## src/rtl/rotate_engine.sv

```systemverilog
// rotate_engine
// Holds a WIDTH-bit pattern and rotates it by STEP bits (one display digit
// by default), either on a prescaled auto tick or on a manual step pulse.
// Modes: 00 rotate left, 01 rotate right, 10 bounce (ping-pong), 11 freeze.
//
// Ports:
//   CLK100MHZ   in   system clock
//   CPU_RESET   in   synchronous active-high reset
//   load        in   load load_val on the next edge (beats any step)
//   load_val    in   WIDTH-bit value to load
//   mode        in   2-bit rotation mode
//   run         in   enable auto-stepping on prescaler tick
//   step_now    in   single-cycle manual step request
//   pattern     out  current pattern (registered)
//   pos         out  digit position 0..N-1, N = WIDTH/STEP
//   dir         out  direction of the last step (0 left, 1 right)
//   step_pulse  out  high for the one cycle after pattern has stepped
module rotate_engine #(
    parameter int               WIDTH = 16,
    parameter int               STEP  = 4,
    parameter int               DIV   = 50_000_000,
    parameter logic [WIDTH-1:0] INIT  = {{(WIDTH-1){1'b0}}, 1'b1}
) (
    input  logic                              CLK100MHZ,
    input  logic                              CPU_RESET,
    input  logic                              load,
    input  logic [WIDTH-1:0]                  load_val,
    input  logic [1:0]                        mode,
    input  logic                              run,
    input  logic                              step_now,
    output logic [WIDTH-1:0]                  pattern,
    output logic [$clog2(WIDTH/STEP)-1:0]     pos,
    output logic                              dir,
    output logic                              step_pulse
);

    localparam int N     = WIDTH / STEP;
    localparam int POS_W = $clog2(N);
    localparam int CNT_W = (DIV > 1) ? $clog2(DIV) : 1;

    localparam logic [POS_W-1:0] POS_ZERO = {POS_W{1'b0}};
    localparam logic [POS_W-1:0] POS_ONE  = POS_W'(1);
    localparam logic [POS_W-1:0] POS_MAX  = POS_W'(N - 1);
    localparam logic [CNT_W-1:0] CNT_ZERO = {CNT_W{1'b0}};
    localparam logic [CNT_W-1:0] CNT_ONE  = CNT_W'(1);
    localparam logic [CNT_W-1:0] CNT_MAX  = CNT_W'(DIV - 1);

    function automatic logic [WIDTH-1:0] rot_left(input logic [WIDTH-1:0] v);
        return {v[WIDTH-STEP-1:0], v[WIDTH-1:WIDTH-STEP]};
    endfunction

    function automatic logic [WIDTH-1:0] rot_right(input logic [WIDTH-1:0] v);
        return {v[STEP-1:0], v[WIDTH-1:STEP]};
    endfunction

    logic [WIDTH-1:0] pattern_r;
    logic [POS_W-1:0] pos_r;
    logic             dir_r;
    logic             step_pulse_r;
    logic [CNT_W-1:0] cnt_r;

    logic             frozen_s;
    logic             tick_s;
    logic             step_s;
    logic             go_right_s;
    logic [CNT_W-1:0] cnt_nxt_s;

    // Tick, step qualification and prescaler next value
    always_comb begin
        frozen_s  = (mode == 2'b11);
        // Gating with run keeps DIV=1 (count always at max) from ticking while idle.
        tick_s    = run && !frozen_s && (cnt_r == CNT_MAX);
        step_s    = (tick_s || step_now) && !frozen_s;
        cnt_nxt_s = CNT_ZERO;
        if (!run || frozen_s || load) begin
            cnt_nxt_s = CNT_ZERO;
        end else if (tick_s) begin
            cnt_nxt_s = CNT_ZERO;
        end else begin
            cnt_nxt_s = cnt_r + CNT_ONE;
        end
    end

    // Direction of the pending step; bounce reverses at the ends on the same edge
    always_comb begin
        go_right_s = 1'b0;
        case (mode)
            2'b00: go_right_s = 1'b0;
            2'b01: go_right_s = 1'b1;
            2'b10: begin
                if (dir_r == 1'b0) begin
                    go_right_s = (pos_r == POS_MAX);
                end else begin
                    go_right_s = (pos_r != POS_ZERO);
                end
            end
            default: go_right_s = 1'b0;
        endcase
    end

    // Prescaler register
    always_ff @(posedge CLK100MHZ) begin
        if (CPU_RESET) begin
            cnt_r <= CNT_ZERO;
        end else begin
            cnt_r <= cnt_nxt_s;
        end
    end

    // Pattern, position, direction and step pulse registers
    always_ff @(posedge CLK100MHZ) begin
        if (CPU_RESET) begin
            pattern_r    <= INIT;
            pos_r        <= POS_ZERO;
            dir_r        <= 1'b0;
            step_pulse_r <= 1'b0;
        end else if (load) begin
            pattern_r    <= load_val;
            pos_r        <= POS_ZERO;
            dir_r        <= 1'b0;
            step_pulse_r <= 1'b0;
        end else if (step_s) begin
            step_pulse_r <= 1'b1;
            if (go_right_s) begin
                pattern_r <= rot_right(pattern_r);
                pos_r     <= (pos_r == POS_ZERO) ? POS_MAX : (pos_r - POS_ONE);
                dir_r     <= 1'b1;
            end else begin
                pattern_r <= rot_left(pattern_r);
                pos_r     <= (pos_r == POS_MAX) ? POS_ZERO : (pos_r + POS_ONE);
                dir_r     <= 1'b0;
            end
        end else begin
            step_pulse_r <= 1'b0;
        end
    end

    assign pattern    = pattern_r;
    assign pos        = pos_r;
    assign dir        = dir_r;
    assign step_pulse = step_pulse_r;

endmodule

```

## config.mk

```make
export PLATFORM = sky130hd
export DESIGN_NAME = rotate_engine
export DESIGN_NICKNAME = d
export VERILOG_FILES = /design/src/rtl/rotate_engine.sv
export SDC_FILE = /design/constraint.sdc
export NUM_CORES = 1
export LEC_CHECK = 0
export CAP_MARGIN = 5
export CORE_UTILIZATION = 25
export DETAILED_ROUTE_END_ITERATION = 6
export RECOVER_POWER = 50
export SETUP_SLACK_MARGIN = 0.4
export SLEW_MARGIN = 20
export SYNTH_ARGS = -nofsm -noshare
export SYNTH_HDL_FRONTEND = slang
export SYNTH_SLANG_ARGS = --single-unit
```

## constraint.sdc

```tcl
create_clock -name CLK100MHZ -period 2.03 [get_ports CLK100MHZ]
set_input_delay 0.406 -clock CLK100MHZ [delete_from_list [all_inputs] [get_ports CLK100MHZ]]
set_output_delay 0.406 -clock CLK100MHZ [all_outputs]
set_load 0.01 [all_outputs]
```

==> results by group <==
Critical path
  • Worst R2R End: pattern[7]
  • Crit. path cell count: 6
  • Critical Path Start Type: flop
  • Crit. End Element: flop
  • Worst R2R Path Depth: 6
  • R2r setup slk: approximately 120 ps
  • Crit-path max cell delay: 560 ps
  • Cell family with most CP delay: simple AND/OR/NAND/NOR gates
  • Setup crit start: cnt_r[7]
  • Worst path cell trace: or4b_4 -> nor4_4 -> buf_4 -> clkbuf_2 -> a211oi_4 -> o31ai_1
  • Critical-path top delay cell: or4b_4
  • Worst Setup EP: pattern[7]
  • Arr. time, crit path: around 2100 ps
  • CP required: ~2200 ps
  • Crit Path Max Fanout: 8
  • WP buf/inv: 2
  • FF-to-FF Start: cnt_r[7]
  • Setup CP Type: reg -> reg

CTS
  • TritonCTS clock tree: yes
  • Post-cts hold buffer count: 0
  • Clock Tree Buf Depth: 2
  • CTS Buf Count: 5
  • Clock Pin Slew Worst Setup and Hold Paths: 80 ps
  • # clock sinks: 46
  • Root Driver: clkbuf_8
  • Htree depth: 2
  • Worst skew pair latency: approximately 300 ps

Timing
  • F_max: 522.4 MHz
  • Setup TNS: 0 ps
  • Slew headroom: 0.5375
  • Setup violations, final: 0
  • RSZ-0062 raised after global routing: yes
  • Final Skew: about 11 ps
  • Fin. max-slew vios: 0
  • Final hold viol count: 0
  • Fin worst setup slack: around 120 ps
  • Worst-Margin Slew: 690.6 ps
  • Final Cycle Share: 0.9430
  • Fin crit period: between 1500 and 2000 ps

Detailed routing
  • Drt first pass iters: 4
  • WL/cell: roughly 14 um
  • Via count: about 2200
  • Vias per cell: 4.672
  • # DRC: 0
  • Post-DRT Antenna Nets: 0
  • Routed WL: between 6 and 7 mm
  • Initial drt markers: 94

Die
  • Initial Utilization: 0.2608
  • Die X: around 100 um
  • Die Y: slightly above 100 um
  • Core Box Area: 9328 um2
  • FP Rows: 35
  • Die footprint: ~10000 um2
  • I/O Pins: 43

Cells and area
  • Layout cells sized above 1: 0.3533
  • Most frequent cells in the layout: 39 x dfxtp_1, 29 x buf_4, 22 x nor2_1, 19 x clkdlybuf4s50_1, 17 x xor2_1
  • Area of the multi-input gates: ~1800 um2
  • Layout Area Growth over Synthesis: 52.31%
  • Commonest non-fill, non-tap cell in the layout: dfxtp_1
  • Net count, final: 363
  • # fillers: 923
  • Antenna Cells: 0
  • Sequential Area: roughly 930 um2

Yosys
  • Mapped Nets: 285
  • Synth Instances: 256
  • Average size of a mapped cell: 9.501 um2
  • Yosys reg bits: 46
  • Seq/Total Area, Yosys: 0.3786
  • Synth cell types: 40
  • Yosys top cell area share: 0.3786
  • Cell Area, Synth: between 2000 and 2500 um2
  • Cell taking the most area after synthesis: dfxtp_1
  • Ys Warns: 0
  • Largest cells by area after synthesis: dfxtp_1 38%, mux2_2 7.4%, mux2i_1 7.0%, xor2_1 6.5%, nor2_1 4.8%

Global routing
  • Global-route wire length before repair: 10.82 mm
  • Largest net degree at the start of global routing: 36
  • Grt ovf: 0
  • Total Routing Usage GR: 0.1363
  • Antenna violations before repair: 0
  • Vias in the first global route: ~2100

Power
  • VDD IR-drop max: 0.0002899 V
  • Static leakage: between 1 and 1.5 nW
  • PD cells: between 400 and 500 nW/um2

Placement
  • Pre-CTS WS: -664.3 ps
  • Post-DP HPWL: between 3 and 4 mm
  • GP Congestion: approximately 0.77
  • I/O Buffers: 42

Run
  • Max-cap violations: 0

Status
  • Outcome: finished, final reports clean

Worst hold path
  • Hold crit path type: reg -> reg
-- metrics by stage --
step           total power [W]    util  hold WS, ps  instances  instance area (um2)
5_1_grt               0.001928  0.3972        451.3        463                 3705
6_report              0.001839  0.3972        441.8        463                 3705
3_3_place_gp          0.001273  0.3467        446.6        431                 3234
3_5_place_dp          0.001278  0.3467        452.6        431                 3234
4_1_cts               0.001841  0.3816        461.0        456                 3560
2_1_floorplan         0.001143       -        428.3        256                 2581
-- per-layer routing --
layer	track usage	part of all wire
met5	0	0
met1	0.1900	0.48
met3	0.02080	0.049
met2	0.2208	0.47
met4	0.03233	0.0087
-- power by group --
part | internal (W) | total [W] | leakage [nW] | switching [W]
Sequential | 0.000929 | 0.000958 | 0.377 | 0.0000288
Clock | 0.000232 | 0.000538 | 0.0438 | 0.000306
Combinational | 0.000190 | 0.000343 | 1.05 | 0.000153
-- synthesized netlist by cell type --
library cell  number
and4_1             2
nand4_1            9
a21oi_1            3
ha_1               6
inv_1              6
nor3_1             4
or2_2              1
mux2i_1           17
nor2b_1            5
o221a_2            1
a31o_2             1
a31oi_2            1
or4b_1             1
a2111oi_2          1
xor2_1            18
nand3_1           10
or4_1              1
and3_1             4
or4b_4             1
a211oi_1           1
xnor2_1            7
nor2_1            31
nand2_1            8
nand3b_1          15
clkbuf_1           9
mux2_2            16
nand2b_1           1
buf_6              2
nor4b_1            1
or3b_2             1
dfxtp_1           46
o31ai_1           15
o21ai_0            1
and2_0             1
nor4_1             3
nor4_4             1
buf_4              1
nand4b_1           1
buf_2              2
a21o_1             1
-- repair_timing --
item                                    CTS  global route
buffers inserted                         12             7
endpoints found under the setup margin   63            50
resized for setup                        41            38
cloned                                    6             0
pin swaps                                28            21
-- worst min-delay path by stage --
stage,startpoint,end,slack (ps),cells past startpoint
final,cnt_r[0],cnt_r[0],440,1
after global routing,cnt_r[0],cnt_r[0],450,1
after CTS,cnt_r[0],cnt_r[0],460,1
after detailed placement,cnt_r[0],cnt_r[0],450,1
after global placement,cnt_r[0],cnt_r[0],450,1
after floorplan,cnt_r[0],cnt_r[0],430,1
-- registers in the layout, indices dropped and copies added, names as in the netlist --
| signal | cells |
|---|---|
| step_pulse | 1 |
| pattern | 16 |
| pos | 2 |
| cnt_r | 26 |
| dir | 1 |
-- kinds of logic after synthesis --
kind of cell             after synthesis  share of synthesized area
AO/OA/AOI/OAI                         25                    0.08024
XOR/XNOR                              25                    0.09002
adder cells (fa/ha/maj)                6                    0.03086
buffers and inverters                 20                    0.03961
flip-flops                            46                     0.3786
multiplexers                          33                     0.1440
AND/OR/NAND/NOR                      101                     0.2366
-- area by class of cell --
type,count,area share
timing repair buffer,81,0.2033
inverter,6,0.006754
clock inverter,2,0.002702
multi-input combinational,194,0.4735
clock buffer,5,0.01857
sequential,46,0.2516
tap,129,0.04357
No activity file was read; power rests on OpenSTA's default activity.
